[src/rtl/zombie_pkg.sv]
// zombie_pkg: shared types and constants for the zombie referee.
//   state_t   round state (IDLE, PLAY, OVER)
//   bcd_t     one BCD digit
//   SEG_*     active-low 7-segment glyphs {g,f,e,d,c,b,a}
//   helpers   2-digit BCD increment/decrement/add with saturation
package zombie_pkg;

  typedef enum logic [1:0] {
    IDLE = 2'd0,
    PLAY = 2'd1,
    OVER = 2'd2
  } state_t;

  typedef logic [3:0] bcd_t;

  localparam logic [6:0] SEG_0     = 7'h40;
  localparam logic [6:0] SEG_1     = 7'h79;
  localparam logic [6:0] SEG_2     = 7'h24;
  localparam logic [6:0] SEG_3     = 7'h30;
  localparam logic [6:0] SEG_4     = 7'h19;
  localparam logic [6:0] SEG_5     = 7'h12;
  localparam logic [6:0] SEG_6     = 7'h02;
  localparam logic [6:0] SEG_7     = 7'h78;
  localparam logic [6:0] SEG_8     = 7'h00;
  localparam logic [6:0] SEG_9     = 7'h10;
  localparam logic [6:0] SEG_BLANK = 7'h7F;

  localparam int unsigned BONUS_SECONDS = 2;

  function automatic logic [7:0] to_bcd(input int unsigned v);
    return {4'(v / 10), 4'(v % 10)};
  endfunction

  function automatic logic [7:0] bcd_inc_sat(input logic [7:0] v);
    if (v == 8'h99)      return v;
    if (v[3:0] == 4'd9)  return {v[7:4] + 4'd1, 4'd0};
    return {v[7:4], v[3:0] + 4'd1};
  endfunction

  function automatic logic [7:0] bcd_dec(input logic [7:0] v);
    if (v[3:0] == 4'd0) return {v[7:4] - 4'd1, 4'd9};
    return {v[7:4], v[3:0] - 4'd1};
  endfunction

  // n must be a single digit (0..9); result saturates at 99.
  function automatic logic [7:0] bcd_add_sat(input logic [7:0] v, input int unsigned n);
    logic [4:0] o;
    o = {1'b0, v[3:0]} + 5'(n);
    if (o > 5'd9) begin
      if (v[7:4] == 4'd9) return 8'h99;
      return {v[7:4] + 4'd1, 4'(o - 5'd10)};
    end
    return {v[7:4], o[3:0]};
  endfunction

endpackage

[src/rtl/bcd_to_seg7.sv]
// bcd_to_seg7: combinational BCD digit to active-low 7-segment glyph.
//   bcd    in  4  digit 0..9 (10..15 show blank)
//   seg_n  out 7  segments {g,f,e,d,c,b,a}, active-low
module bcd_to_seg7
  import zombie_pkg::*;
(
  input  logic [3:0] bcd,
  output logic [6:0] seg_n
);

  always_comb begin
    seg_n = SEG_BLANK;
    case (bcd)
      4'd0: seg_n = SEG_0;
      4'd1: seg_n = SEG_1;
      4'd2: seg_n = SEG_2;
      4'd3: seg_n = SEG_3;
      4'd4: seg_n = SEG_4;
      4'd5: seg_n = SEG_5;
      4'd6: seg_n = SEG_6;
      4'd7: seg_n = SEG_7;
      4'd8: seg_n = SEG_8;
      4'd9: seg_n = SEG_9;
      default: seg_n = SEG_BLANK;
    endcase
  end

endmodule

[src/rtl/zombie_referee.sv]
// zombie_referee: round referee for the zombie-hit game core.
// Runs the IDLE/PLAY/OVER round machine, a BCD score, a BCD seconds
// countdown and a miss budget, and scans score/time onto a 4-digit
// active-low 7-segment display.
//   clock       in   system clock
//   reset       in   asynchronous active-low reset
//   start       in   one-cycle start pulse (ignored during PLAY)
//   hit         in   hit strobe level, rising edge scores
//   fail        in   wrong-press level, rising edge costs one miss
//   end_flag    out  1 when no round is in play
//   score_bcd   out  {tens,ones} BCD hits this round
//   time_bcd    out  {tens,ones} BCD seconds remaining
//   fails_left  out  remaining miss budget
//   an_n        out  active-low one-hot digit enable
//   seg_n       out  active-low segments {dp,g,f,e,d,c,b,a}
// Build option: define BONUS_TIME_EN to add BONUS_SECONDS to the clock on
// every hit that lands the score on a multiple of ten.
module zombie_referee
  import zombie_pkg::*;
#(
  parameter int unsigned TICK_DIV     = 50000000,
  parameter int unsigned GAME_SECONDS = 30,
  parameter int unsigned MAX_FAILS    = 3,
  parameter int unsigned SCAN_DIV     = 50000
) (
  input  logic       clock,
  input  logic       reset,
  input  logic       start,
  input  logic       hit,
  input  logic       fail,
  output logic       end_flag,
  output logic [7:0] score_bcd,
  output logic [7:0] time_bcd,
  output logic [1:0] fails_left,
  output logic [3:0] an_n,
  output logic [7:0] seg_n
);

  localparam int unsigned TW = $clog2(TICK_DIV);
  localparam int unsigned SW = $clog2(SCAN_DIV);
  localparam logic [TW-1:0] TICK_LAST = TW'(TICK_DIV - 1);
  localparam logic [SW-1:0] SCAN_LAST = SW'(SCAN_DIV - 1);
  localparam logic [7:0]    GAME_BCD  = to_bcd(GAME_SECONDS);
  localparam logic [1:0]    MAX_F     = 2'(MAX_FAILS);

  state_t        state_q, state_d;
  logic          hit_d, fail_d;
  logic [7:0]    score_d, time_d, time_tmp;
  logic [1:0]    fails_d;
  logic [TW-1:0] tick_q, tick_d;
  logic [SW-1:0] scan_q, scan_d;
  logic [1:0]    slot_q, slot_d;
  bcd_t          digit;
  logic [6:0]    glyph;
  logic          hit_rise, fail_rise;

  assign hit_rise  = hit & ~hit_d;
  assign fail_rise = fail & ~fail_d;

  // Round machine. Hit takes priority over a same-edge fail; the countdown
  // and any bonus are folded into time_tmp before the expiry test so that
  // a bonus on the expiry edge keeps the round alive.
  always_comb begin
    state_d  = state_q;
    score_d  = score_bcd;
    time_d   = time_bcd;
    fails_d  = fails_left;
    tick_d   = '0;
    time_tmp = time_bcd;
    case (state_q)
      IDLE, OVER: begin
        if (start) begin
          state_d = PLAY;
          score_d = '0;
          time_d  = GAME_BCD;
          fails_d = MAX_F;
        end
      end
      PLAY: begin
        tick_d = tick_q + TW'(1);
        if (tick_q == TICK_LAST) begin
          tick_d   = '0;
          time_tmp = bcd_dec(time_bcd);
        end
        if (hit_rise) begin
          score_d = bcd_inc_sat(score_bcd);
`ifdef BONUS_TIME_EN
          if (score_bcd != 8'h99 && score_d[3:0] == 4'd0)
            time_tmp = bcd_add_sat(time_tmp, BONUS_SECONDS);
`endif
        end else if (fail_rise) begin
          fails_d = fails_left - 2'd1;
        end
        time_d = time_tmp;
        if (time_tmp == 8'h00 || fails_d == 2'd0)
          state_d = OVER;
      end
      default: state_d = IDLE;
    endcase
  end

  // Display scan: the slot and the shown digit are derived from next-state
  // values so an_n and seg_n register together with the data they show.
  always_comb begin
    scan_d = scan_q + SW'(1);
    slot_d = slot_q;
    if (scan_q == SCAN_LAST) begin
      scan_d = '0;
      slot_d = slot_q + 2'd1;
    end
    case (slot_d)
      2'd0:    digit = score_d[7:4];
      2'd1:    digit = score_d[3:0];
      2'd2:    digit = time_d[7:4];
      default: digit = time_d[3:0];
    endcase
  end

  bcd_to_seg7 u_seg (
    .bcd   (digit),
    .seg_n (glyph)
  );

  always_ff @(posedge clock or negedge reset) begin
    if (!reset) begin
      state_q    <= IDLE;
      end_flag   <= 1'b1;
      score_bcd  <= '0;
      time_bcd   <= GAME_BCD;
      fails_left <= MAX_F;
      tick_q     <= '0;
      scan_q     <= '0;
      slot_q     <= '0;
      an_n       <= 4'b1110;
      seg_n      <= {1'b1, SEG_0};
      hit_d      <= 1'b0;
      fail_d     <= 1'b0;
    end else begin
      state_q    <= state_d;
      end_flag   <= (state_d != PLAY);
      score_bcd  <= score_d;
      time_bcd   <= time_d;
      fails_left <= fails_d;
      tick_q     <= tick_d;
      scan_q     <= scan_d;
      slot_q     <= slot_d;
      an_n       <= ~(4'b0001 << slot_d);
      seg_n      <= {~(slot_d == 2'd1 && state_d == PLAY), glyph};
      hit_d      <= hit;
      fail_d     <= fail;
    end
  end

endmodule

[config.mk]
export PLATFORM = sky130hd
export DESIGN_NAME = zombie_referee
export DESIGN_NICKNAME = d
export VERILOG_FILES = /design/src/rtl/zombie_pkg.sv /design/src/rtl/bcd_to_seg7.sv /design/src/rtl/zombie_referee.sv
export SDC_FILE = /design/constraint.sdc
export NUM_CORES = 1
export LEC_CHECK = 0
export CAP_MARGIN = 20
export CORE_ASPECT_RATIO = 0.75
export CORE_MARGIN = 2
export CORE_UTILIZATION = 42
export DETAILED_ROUTE_END_ITERATION = 8
export HOLD_SLACK_MARGIN = 0.03
export PLACE_DENSITY = 0.69
export SYNTH_ARGS = -nofsm -noshare
export SYNTH_HDL_FRONTEND = slang
export SYNTH_SLANG_ARGS = --single-unit
[constraint.sdc]
create_clock -name clock -period 2.9 [get_ports clock]
set_input_delay 0.435 -clock clock [delete_from_list [all_inputs] [get_ports clock]]
set_output_delay 0.435 -clock clock [all_outputs]
set_load 0.05 [all_outputs]
==> flow_metrics.tcl, run 1 <==
set metrics [dict create \
    dp.cells 670 \
    wirelength_microns 10900 \
    detailroute.via_count 3759 \
    unrepaired_setup_endpoints_after_global_routing "yes" \
    synth_warnings 0 \
    fin_crit_sh_pct 98.4 \
    ctsRootBufferMaster "clkbuf_16" \
    total_leakage_power_nw 2.54 \
    worst_reg2reg_startpoint "scan_q[7]$_DFF_PN0_" \
    clkTransAtPathRegs_ns 0.06 \
    maxSlewHeadroom_pct 33.5 \
    synth_cell_types 68 \
    maximum_clock_path_buffer_count 2 \
    timing.final.max_slew_violations 0 \
    syn-instance-count 458 \
    dieArea_sq_um 11200 \
    globalRouteTotalUtil_pct 20.6 \
    avgSynthCellArea_sq_um 9.48 \
    grt_pass1_vias 3597 \
    cp.arrival_ns 3.06 \
    post_route_insts_no_fill 698 \
    synth_most_common_cell "dfrtp_1" \
    yosys.area_share.adder_pct 3.17 \
    synth.area.top_cells "dfrtp_1 (40%), dfstp_2 (6.1%), xor2_1 (4.8%), nor2_1 (4.6%), nand2_1 (4.0%)" \
    clk-insertion-delay-late_ns 0.34 \
    fraction_of_the_yosys_area_taken_by_sequential_cells_pct 45.8 \
    hold_buffers 0 \
    cpPeakStageDelay_ns 0.57 \
    final_antenna_net_count 0 \
    detailedRoute.firstIterationViolations 269 \
    timing.critical_path.cells "or4b_4 -> or4_4 -> or3_1 -> a21boi_1 -> nor2_1 -> o311a_4 -> ha_1 -> nand4_1 -> o21ai_1 -> a21oi_1" \
    synth_top_family_by_area "simple AND/OR/NAND/NOR gates" \
    num_antenna_cells 0 \
    via_per_inst 5.39 \
    i_o_pin_total 36 \
    synth_edf_count 0 \
    areaGrowthSynthToFinish_pct 33.4 \
    routed_wire_length_per_instance_microns 15.6 \
    compound_gate_fraction_of_synth_area_pct 12.5 \
    crit_family "simple AND/OR/NAND/NOR gates" \
    die_h_microns 92.1 \
    placement.cell_area_sq_um 5250 \
    max_rail_drop_vdd_mv 0.293 \
    fmax_mhz 350 \
    grt_pass1_wl_microns 18000 \
    status "completed" \
    tritoncts "done" \
    worst-endpoint-required_ns 3.10 \
    chipWidth_microns 121 \
    synthesis.area_sq_um 4340 \
    synthXorXnorAreaFrac_pct 7.26 \
    fin_crit_ns 2.85 \
    drc 0 \
    dp_wirelength_microns 7840 \
    synth_mux_area_share_pct 2.36 \
    placer_congestion_estimate 0.907 \
    antenna_found_initial 0 \
    floorplan.initialDensity_pct 42.7 \
    crit_fanout 4 \
    worst_setup_path_start_kind "register" \
    synth_largest_type_area_fraction_pct 39.8 \
    finalHoldViolCount 0 \
    finalHoldWorstSlack_ns 0.237 \
    crit_start "scan_q[7]$_DFF_PN0_" \
    final.setup.tns_ns 0 \
    syn_nets 474 \
    rows 32 \
    firstDrtPassIters 4 \
    timing_worst_slew_pin_value_ns 0.997 \
    synth-main-ff-cell "dfrtp_1" \
    synth_simple_gate_area_share_pct 25.8 \
    grt_overflow_total 0 \
    tritoncts_num_sinks 79 \
    synth_largest_area_cell "dfrtp_1" \
    fin_worst_skew_ns 0.00930 \
    drv_cap 0 \
    critical_path_class "reg -> reg" \
    port_buffers 35 \
    cts_made_buffers 9 \
    utilization_pct 57.0 \
    grt_max_degree 80 \
    cts.htree.levels 3 \
    synth.cells.most_frequent "dfrtp_1 (69), nor2_1 (53), nand2_1 (46)" \
    fraction_of_registers_with_async_set_reset_pct 100 \
    final_design_area_no_fill_sq_um 5790 \
    finalSetupViolCount 0 \
    finalNetCount 573 \
    min-delay-path-class "in -> async" \
    critPathCaptureType "register" \
    worstPathBufferInverterCount 0 \
    cpMaxStageDelayCell "or4_4" \
    layout-drive-gt1-share_pct 24.9 \
    yosys_register_bits 79 \
    power-per-cell-area_nw_per_um2 573 \
    placeableCoreArea_sq_um 10200 \
]
-- cell families after synthesis --
| logic type | Yosys count |
|---|---|
| and+or+nand+nor | 209 |
| AOI/OAI and AO/OA | 80 |
| DFF | 79 |
| xor gates and xnor gates | 36 |
| buffers and inverters | 33 |
| adders and majority gates | 11 |
| muxes | 10 |
-- placed cells by master, fill, tap and decap left out, types with 17 or more instances in the layout --
cell type | Yosys | routed
dfrtp_1 | 69 | 66
buf_4 | 0 | 66
nor2_1 | 53 | 50
nand2_1 | 46 | 45
clkdlybuf4s50_1 | 0 | 34
xor2_1 | 24 | 23
nand3_1 | 22 | 21
a21oi_1 | 22 | 20
o21ai_0 | 18 | 17
-- worst register-to-register path, stage by stage, from the launching register on --
cell and delay, ns:
dfrtp_1 0.37, or4b_4 0.55, or4_4 0.57, or3_1 0.32, a21boi_1 0.14, nor2_1 0.07, o311a_4 0.14, ha_1 0.28
nand4_1 0.11, o21ai_1 0.10, a21oi_1 0.07
-- sequential cells by signal, indices dropped and copies added, names as in the netlist, 2 cells and up --
| register | cells |
|---|---|
| an_n | 4 |
| fails_left | 2 |
| scan_q | 16 |
| score_bcd | 8 |
| seg_n | 8 |
| slot_q | 2 |
| state_q | 2 |
| tick_q | 26 |
| time_bcd | 8 |
-- metal layers --
| layer | vias up | part of all wire [%] | wire length (microns) | global-route usage, % |
|---|---|---|---|---|
| li1 | 1832 | - | - | - |
| met1 | 1824 | 50 | 5470 | 30.0 |
| met2 | 86 | 43 | 4650 | 29.4 |
| met3 | 17 | 5.6 | 609 | 5.97 |
| met4 | 0 | 1.6 | 176 | 6.42 |
| met5 | - | 0 | 0 | 0 |
-- cell type report --
class | instances | area (sq um)
clock inverter | 3 | 40.0
clock buffer | 13 | 270
multi-input combinational | 346 | 2380
timing repair buffer | 103 | 870
tap | 136 | 170
inverter | 18 | 70.1
sequential | 79 | 1990
fill | 908 | 4380
-- timing repair --
item | 4_1_cts | 5_1_grt
resized for setup | 7 | 27
pin swaps | 4 | 18
hold endpoints to repair | 0 | 0
setup buffers | 2 | 10
endpoints found under the setup margin | 7 | 7
-- stage by stage --
stage / total power [W] / worst slack, ns
after floorplan: 0.00177 / -0.0123
after detailed placement: 0.00214 / -0.134
after CTS: 0.00332 / -0.0180
final: 0.00332 / 0.0454
after global routing: 0.00348 / -0.121
after global placement: 0.00213 / -0.0163
-- path summary, 6_finish.rpt --
check	to	depth (start not counted)	slack, ns
max in group asynchronous	time_bcd[0]$_DFF_PN0_	1	1.92
max	seg_n[3]$_DFF_PN0_	10	0.05
min in group clock	scan_q[0]$_DFF_PN0_	1	0.48
max reg2reg	seg_n[3]$_DFF_PN0_	10	0.05
min	tick_q[23]$_DFF_PN0_	1	0.24
min reg2reg	scan_q[0]$_DFF_PN0_	1	0.48
-- where the power goes --
| group | internal, W | leakage (nW) | switching, W |
|---|---|---|---|
| combinational | 0.000312 | 1.35 | 0.000554 |
| clock | 0.000734 | 0.156 | 0.000440 |
| sequential | 0.00119 | 1.04 | 0.0000874 |
Power figures use the tool's default switching activity.
==> run 2, diff against run 1 <==
--- a/config.mk
+++ b/config.mk
@@ -5,6 +5,7 @@
 export SDC_FILE = /design/constraint.sdc
 export NUM_CORES = 1
 export LEC_CHECK = 0
+export ABC_AREA = 1
 export CAP_MARGIN = 20
 export CORE_ASPECT_RATIO = 0.75
 export CORE_MARGIN = 2
==> run 2 against run 1 <==
First-iteration DRC count shrank 2.6%. Total power up 35%. Count of clock-buffer cells in the layout fell by 4. Final cell count up 15%. Hold slack got worse by 0.18 ns. Clock power shrank 3%.
==> flow_metrics.tcl, run 2 <==
set metrics [dict create \
    status "completed" \
    cpMaxStageDelayCell "dfrtp_1" \
    power-per-cell-area_nw_per_um2 825 \
    finalHoldViolCount 0 \
    endpoint_of_the_lowest_slack_register_to_register_path "seg_n[3]$_DFF_PN0_" \
    routed_wire_length_per_instance_microns 12.5 \
    fin_crit_ns 2.55 \
    crit_fanout 11 \
    worst_reg2reg_startpoint "tick_q[0]$_DFF_PN0_" \
    crit_family "simple AND/OR/NAND/NOR gates" \
    timing_worst_slew_pin_value_ns 0.536 \
    largest-register "tick_q" \
    floorplan.initialDensity_pct 42.5 \
    yosys_register_bits 79 \
    avgSynthCellArea_sq_um 7.53 \
    worstPathBufferInverterCount 2 \
    synth_edf_count 0 \
    cts_resized 0 \
    fin_worst_skew_ns 0.00620 \
    synth.area.top_cells "dfrtp_1 (38%), nand2_1 (13%), inv_1 (7.0%), nor2_1 (6.0%), dfstp_2 (5.7%)" \
    final_antenna_net_count 0 \
    synth-main-ff-cell "dfrtp_1" \
    min-delay-path-class "in -> async" \
    synth_warnings 0 \
    grt_overflow_total 0 \
    timing.final.max_slew_violations 0 \
    cpPeakStageDelay_ns 0.37 \
    syn-instance-count 611 \
    fin_crit_sh_pct 87.9 \
    grt_pass1_vias 3724 \
    multi_input_area_sq_um 2230 \
    wirelength_microns 10100 \
    detailroute.via_count 3995 \
    synth.cells.most_frequent "nand2_1 (158), inv_1 (86), nor2_1 (73)" \
    critPathCaptureType "register" \
    final.setup.tns_ns 0 \
    reg2reg_slack_ns 0.35 \
    i_o_pin_total 36 \
    grt_pass1_wl_microns 17300 \
    timing.critical_path.cells "ha_1 -> nand2_1 -> nor2_2 -> nand3_2 -> nor2_4 -> nand2_2 -> o21ai_1 -> inv_1 -> nand2_1 -> nand3_1 -> nand2_1 -> ha_1 -> inv_1 -> nand3_1 -> nand2_1 -> nand2_1 -> nand2_1" \
    firstDrtPassIters 4 \
    ff_latch_area_sq_um 1990 \
    placer_congestion_estimate 0.874 \
    r2r_cells 17 \
    finalNetCount 673 \
    drc 0 \
    port_buffers 35 \
    cp.arrival_ns 2.83 \
    tritoncts_num_sinks 79 \
    fmax_mhz 392 \
    unrepaired_setup_endpoints_after_global_routing "no" \
    cts_made_buffers 9 \
    antenna_found_initial 0 \
    cts_setup_buffers 0 \
    rows 33 \
    fraction_of_registers_with_async_set_reset_pct 100 \
    areaGrowthSynthToFinish_pct 18.3 \
    critPathMostFrequentCell "nand2_1" \
    total_leakage_power_nw 2.70 \
    placeableCoreArea_sq_um 10800 \
    synth_largest_area_cell "dfrtp_1" \
    num_antenna_cells 0 \
    drv_cap 0 \
    syn_nets 627 \
    detailedRoute.firstIterationViolations 262 \
    final_design_area_no_fill_sq_um 5440 \
    dp_wirelength_microns 7370 \
    chipWidth_microns 125 \
    synth_largest_type_area_fraction_pct 37.6 \
    largest_reg_flops 26 \
    layout_common_cells "nand2_1 (158), inv_1 (86), nor2_1 (73)" \
    layout-drive-gt1-share_pct 12.4 \
    worst_setup_path_start_kind "register" \
    maximum_clock_path_buffer_count 2 \
    largestRegisters "tick_q (26), scan_q (16)" \
    synthesis.area_sq_um 4600 \
    fillers 986 \
    dieArea_sq_um 11800 \
    hold_buffers 0 \
    max_rail_drop_vdd_mv 0.422 \
    critical_path_class "reg -> reg" \
    fraction_of_the_yosys_area_taken_by_sequential_cells_pct 43.3 \
    die_h_microns 94.6 \
    grt_max_degree 80 \
    clk-insertion-delay-late_ns 0.33 \
    layout.cells.most_common "nand2_1" \
    finalSetupViolCount 0 \
    maxSlewHeadroom_pct 64.2 \
    synth_cell_types 39 \
    synth_most_common_cell "nand2_1" \
    clkTransAtPathRegs_ns 0.06 \
    globalRouteTotalUtil_pct 18.0 \
    tritoncts "done" \
    cts.htree.levels 3 \
    placement.cell_area_sq_um 5120 \
    via_per_inst 4.98 \
    ctsRootBufferMaster "clkbuf_16" \
    worst-endpoint-required_ns 3.18 \
]
## run 2: stage by stage
stage	util (%)	std cells	total power (W)	hold slack (ns)	setup WS, ns
final	50.3	802	0.00449	0.0577	0.351
after floorplan	-	611	0.00277	0.139	0.466
after global routing	50.3	802	0.00478	0.0963	0.0672
after CTS	50.1	801	0.00451	0.317	0.349
after detailed placement	47.4	785	0.00336	0.458	0.223
after global placement	47.4	785	0.00332	0.440	0.292
## run 2: logic make-up (layout without fill, tap and decap cells)
| logic type | after synthesis | in the layout | synth area share [%] |
|---|---|---|---|
| AND/OR/NAND/NOR | 353 | 353 | 35.8 |
| buffers and inverters | 98 | 149 | 8.27 |
| flip-flops | 79 | 79 | 43.3 |
| AO/OA/AOI/OAI | 57 | 57 | 7.16 |
| XOR/XNOR | 13 | 13 | 2.48 |
| adder cells (fa/ha/maj) | 11 | 11 | 2.99 |
## run 2: report_power, final
part / internal (W) / switching [W]
clock: 0.000668 / 0.000463
sequential: 0.00128 / 0.000150
combinational: 0.000623 / 0.00130
## run 2: final cells by class
type / count / area share (%)
multi-input combinational: 434 / 41.0
sequential: 79 / 36.6
timing repair buffer: 41 / 7.45
inverter: 92 / 6.35
clock buffer: 9 / 4.14
tap: 140 / 3.22
clock inverter: 7 / 1.33
## run 2: routing by layer
metal  track usage [%]  vias up  share of wire [%]
li1                  -     2033                  -
met1              24.6     1859                 51
met4              5.65        0                1.3
met3              4.53       13                4.0
met2              28.4       90                 44
met5                 0        -                  0
## run 2: worst max-delay path by stage
stage	endpoint	startpoint	cells past startpoint
after global routing	seg_n[3]$_DFF_PN0_	tick_q[0]$_DFF_PN0_	17
after detailed placement	seg_n[3]$_DFF_PN0_	hit	18
after floorplan	seg_n[3]$_DFF_PN0_	time_bcd[0]$_DFF_PN0_	18
after global placement	seg_n[3]$_DFF_PN0_	hit	18
after CTS	seg_n[3]$_DFF_PN0_	tick_q[0]$_DFF_PN0_	17
final	seg_n[3]$_DFF_PN0_	tick_q[0]$_DFF_PN0_	17
==> run 3, diff against run 2 <==
--- a/config.mk
+++ b/config.mk
@@ -9,10 +9,10 @@
 export CAP_MARGIN = 20
 export CORE_ASPECT_RATIO = 0.75
 export CORE_MARGIN = 2
-export CORE_UTILIZATION = 42
+export CORE_UTILIZATION = 30
 export DETAILED_ROUTE_END_ITERATION = 8
 export HOLD_SLACK_MARGIN = 0.03
-export PLACE_DENSITY = 0.69
+export PLACE_DENSITY = 0.54
 export SYNTH_ARGS = -nofsm -noshare
 export SYNTH_HDL_FRONTEND = slang
 export SYNTH_SLANG_ARGS = --single-unit
==> run 3 against run 2 <==
Global-route usage shrank 4.5 points. Die area grew 38%. Non-clock buffer count is the same. Total power shrank 2.1%. Highest routed layer unchanged. Critical path type unchanged. Sequential share of layout area shrank 0.37 points. Final cell count grew 8.1%. Register-to-register slack lost 0.04 ns. First-iteration DRC count shrank 31%. Count of clock-buffer cells in the layout grew 2.
==> flow_metrics.tcl, run 3 (synthesis results as in run 2) <==
set metrics [dict create \
    critPathCaptureType "register" \
    ctsRootBufferMaster "clkbuf_16" \
    ff_latch_area_sq_um 1990 \
    worst_slack_ns 0.314 \
    tritoncts "done" \
    grt_max_degree 80 \
    clk-insertion-delay-late_ns 0.33 \
    crit_start "tick_q[0]$_DFF_PN0_" \
    layout.cells.most_common "nand2_1" \
    reg2reg_slack_ns 0.31 \
    final_antenna_net_count 0 \
    largest_reg_flops 26 \
    rows 39 \
    layout-drive-gt1-share_pct 12.2 \
    cp.arrival_ns 2.86 \
    timing_worst_slew_pin_value_ns 0.534 \
    layout_common_cells "nand2_1 (158), inv_1 (86), nor2_1 (73)" \
    total_leakage_power_nw 2.69 \
    dp_wirelength_microns 7980 \
    placeableCoreArea_sq_um 15100 \
    preCtsSetupSlack_ns 0.171 \
    finalHoldViolCount 0 \
    final.setup.tns_ns 0 \
    cell_internal_pwr_w 0.00249 \
    maxSlewHeadroom_pct 64.3 \
    unrepaired_setup_endpoints_after_global_routing "no" \
    num_antenna_cells 0 \
    dieArea_sq_um 16300 \
    min-delay-path-class "in -> async" \
    critical_path_class "reg -> reg" \
    die_h_microns 111 \
    i_o_pin_total 36 \
    firstDrtPassIters 5 \
    fillers 1586 \
    r2r_cells 18 \
    antenna_found_initial 0 \
    total_switching_power_w 0.00191 \
    finalNetCount 673 \
    grt_pass1_vias 3725 \
    tritoncts_num_sinks 79 \
    crit_path_end "seg_n[3]$_DFF_PN0_" \
    multi_input_area_sq_um 2230 \
    maximum_clock_path_buffer_count 2 \
    largestRegisters "tick_q (26), scan_q (16)" \
    fin_worst_skew_ns 0.00612 \
    drc 0 \
    wirelength_microns 10500 \
    fmax_mhz 387 \
    power_switching_share_pct 43.4 \
    largest-register "tick_q" \
    chipWidth_microns 147 \
    worst_reg2reg_startpoint "tick_q[0]$_DFF_PN0_" \
    timing.final.max_slew_violations 0 \
    finalSetupViolCount 0 \
    cts_made_buffers 9 \
    via_per_inst 4.54 \
    drv_cap 0 \
    cts_setup_buffers 0 \
    port_buffers 35 \
    endpoint_of_the_lowest_slack_register_to_register_path "seg_n[3]$_DFF_PN0_" \
    routed_wire_length_per_instance_microns 12.1 \
    crit_fanout 11 \
    clkTransAtPathRegs_ns 0.06 \
    worst_setup_path_start_kind "register" \
    cts.htree.levels 3 \
    seq_power_share_pct 32.9 \
    globalRouteTotalUtil_pct 13.5 \
    fin_crit_ns 2.59 \
    worst-endpoint-required_ns 3.17 \
    fin_crit_sh_pct 89.2 \
    detailroute.via_count 3934 \
    placer_congestion_estimate 0.843 \
    status "completed" \
    grt_pass1_wl_microns 17800 \
    power.share.combinational_pct 43.8 \
    power-per-cell-area_nw_per_um2 799 \
    detailedRoute.firstIterationViolations 182 \
    areaGrowthSynthToFinish_pct 19.5 \
    max_rail_drop_vdd_mv 0.350 \
    proportion_of_power_drawn_by_the_clock_network_pct 23.3 \
    grt_overflow_total 0 \
    floorplan.initialDensity_pct 30.4 \
]
[run 3: cell types whose count changed in the layout (fill, tap and decap cells not counted), sizes merged]
cell	change
clkinv	+1
clkinvlp	-1
clkbuf	+2
inv	-1
bufinv	-1
[run 3: layout make-up]
type | instances | area share [%]
timing repair buffer | 41 | 7.38
multi-input combinational | 434 | 40.6
clock inverter | 5 | 0.637
clock buffer | 11 | 4.23
tap | 205 | 4.67
inverter | 92 | 6.28
sequential | 79 | 36.2
[run 3: metrics by stage]
step                      total power [W]  area, sq um  util [%]  instances  hold WS (ns)
final                             0.00439         5500      36.3        867        0.0615
after global routing              0.00472         5500      36.3        867        0.0765
after CTS                         0.00444         5470      36.2        866         0.320
after detailed placement          0.00339         5200      34.4        850         0.444
after global placement            0.00335         5200      34.4        850         0.444
after floorplan                   0.00277         4600         -        611         0.139
[run 3: how the worst min path moves through the flow]
stage                                    from             endpoint  slack, ns
after floorplan                         reset    an_n[0]$_DFF_PN0_       0.14
after global placement    scan_q[0]$_DFF_PN0_  scan_q[0]$_DFF_PN0_       0.44
after detailed placement  scan_q[0]$_DFF_PN0_  scan_q[0]$_DFF_PN0_       0.44
after CTS                               reset   seg_n[2]$_DFF_PN0_       0.32
after global routing                    reset   seg_n[2]$_DFF_PN0_       0.08
final                                   reset   seg_n[2]$_DFF_PN0_       0.06
[run 3: critical path, stage by stage (launching register included)]
cell and delay (ns):
dfrtp_1 0.37, ha_1 0.18, nand2_1 0.08, nor2_2 0.16
nand3_2 0.11, nor2_4 0.18, nand2_2 0.20, nand2_1 0.11
nand2_1 0.10, nand2_1 0.07, nand3_1 0.10, nand2_1 0.10
nand2_2 0.11, ha_1 0.32, inv_1 0.09, nand3_1 0.08
nand2_1 0.07, nand2_1 0.04, nand2_1 0.05
[run 3: power by group through the flow]
stage | Sequential, W | Clock (W) | Combinational [W]
after floorplan | 0.00185 | 0 | 0.000918
after global placement | 0.00145 | 0 | 0.00190
after detailed placement | 0.00146 | 0 | 0.00193
after CTS | 0.00145 | 0.00107 | 0.00193
after global routing | 0.00147 | 0.00112 | 0.00213
final | 0.00144 | 0.00102 | 0.00193
[run 3: what timing repair did]
item                                   4_1_cts  5_1_grt
endpoints found under the hold margin        0        0
resized for setup                            0        1
setup endpoints to repair                    0        1
hold buffers                                 0        0
[run 3: per-layer routing]
layer / GRT usage, % / vias up / share of wire (%)
li1: - / 2028 / -
met1: 19.3 / 1815 / 52
met2: 20.3 / 82 / 42
met3: 3.21 / 9 / 4.4
met4: 3.97 / 0 / 1.5
met5: 0 / - / 0
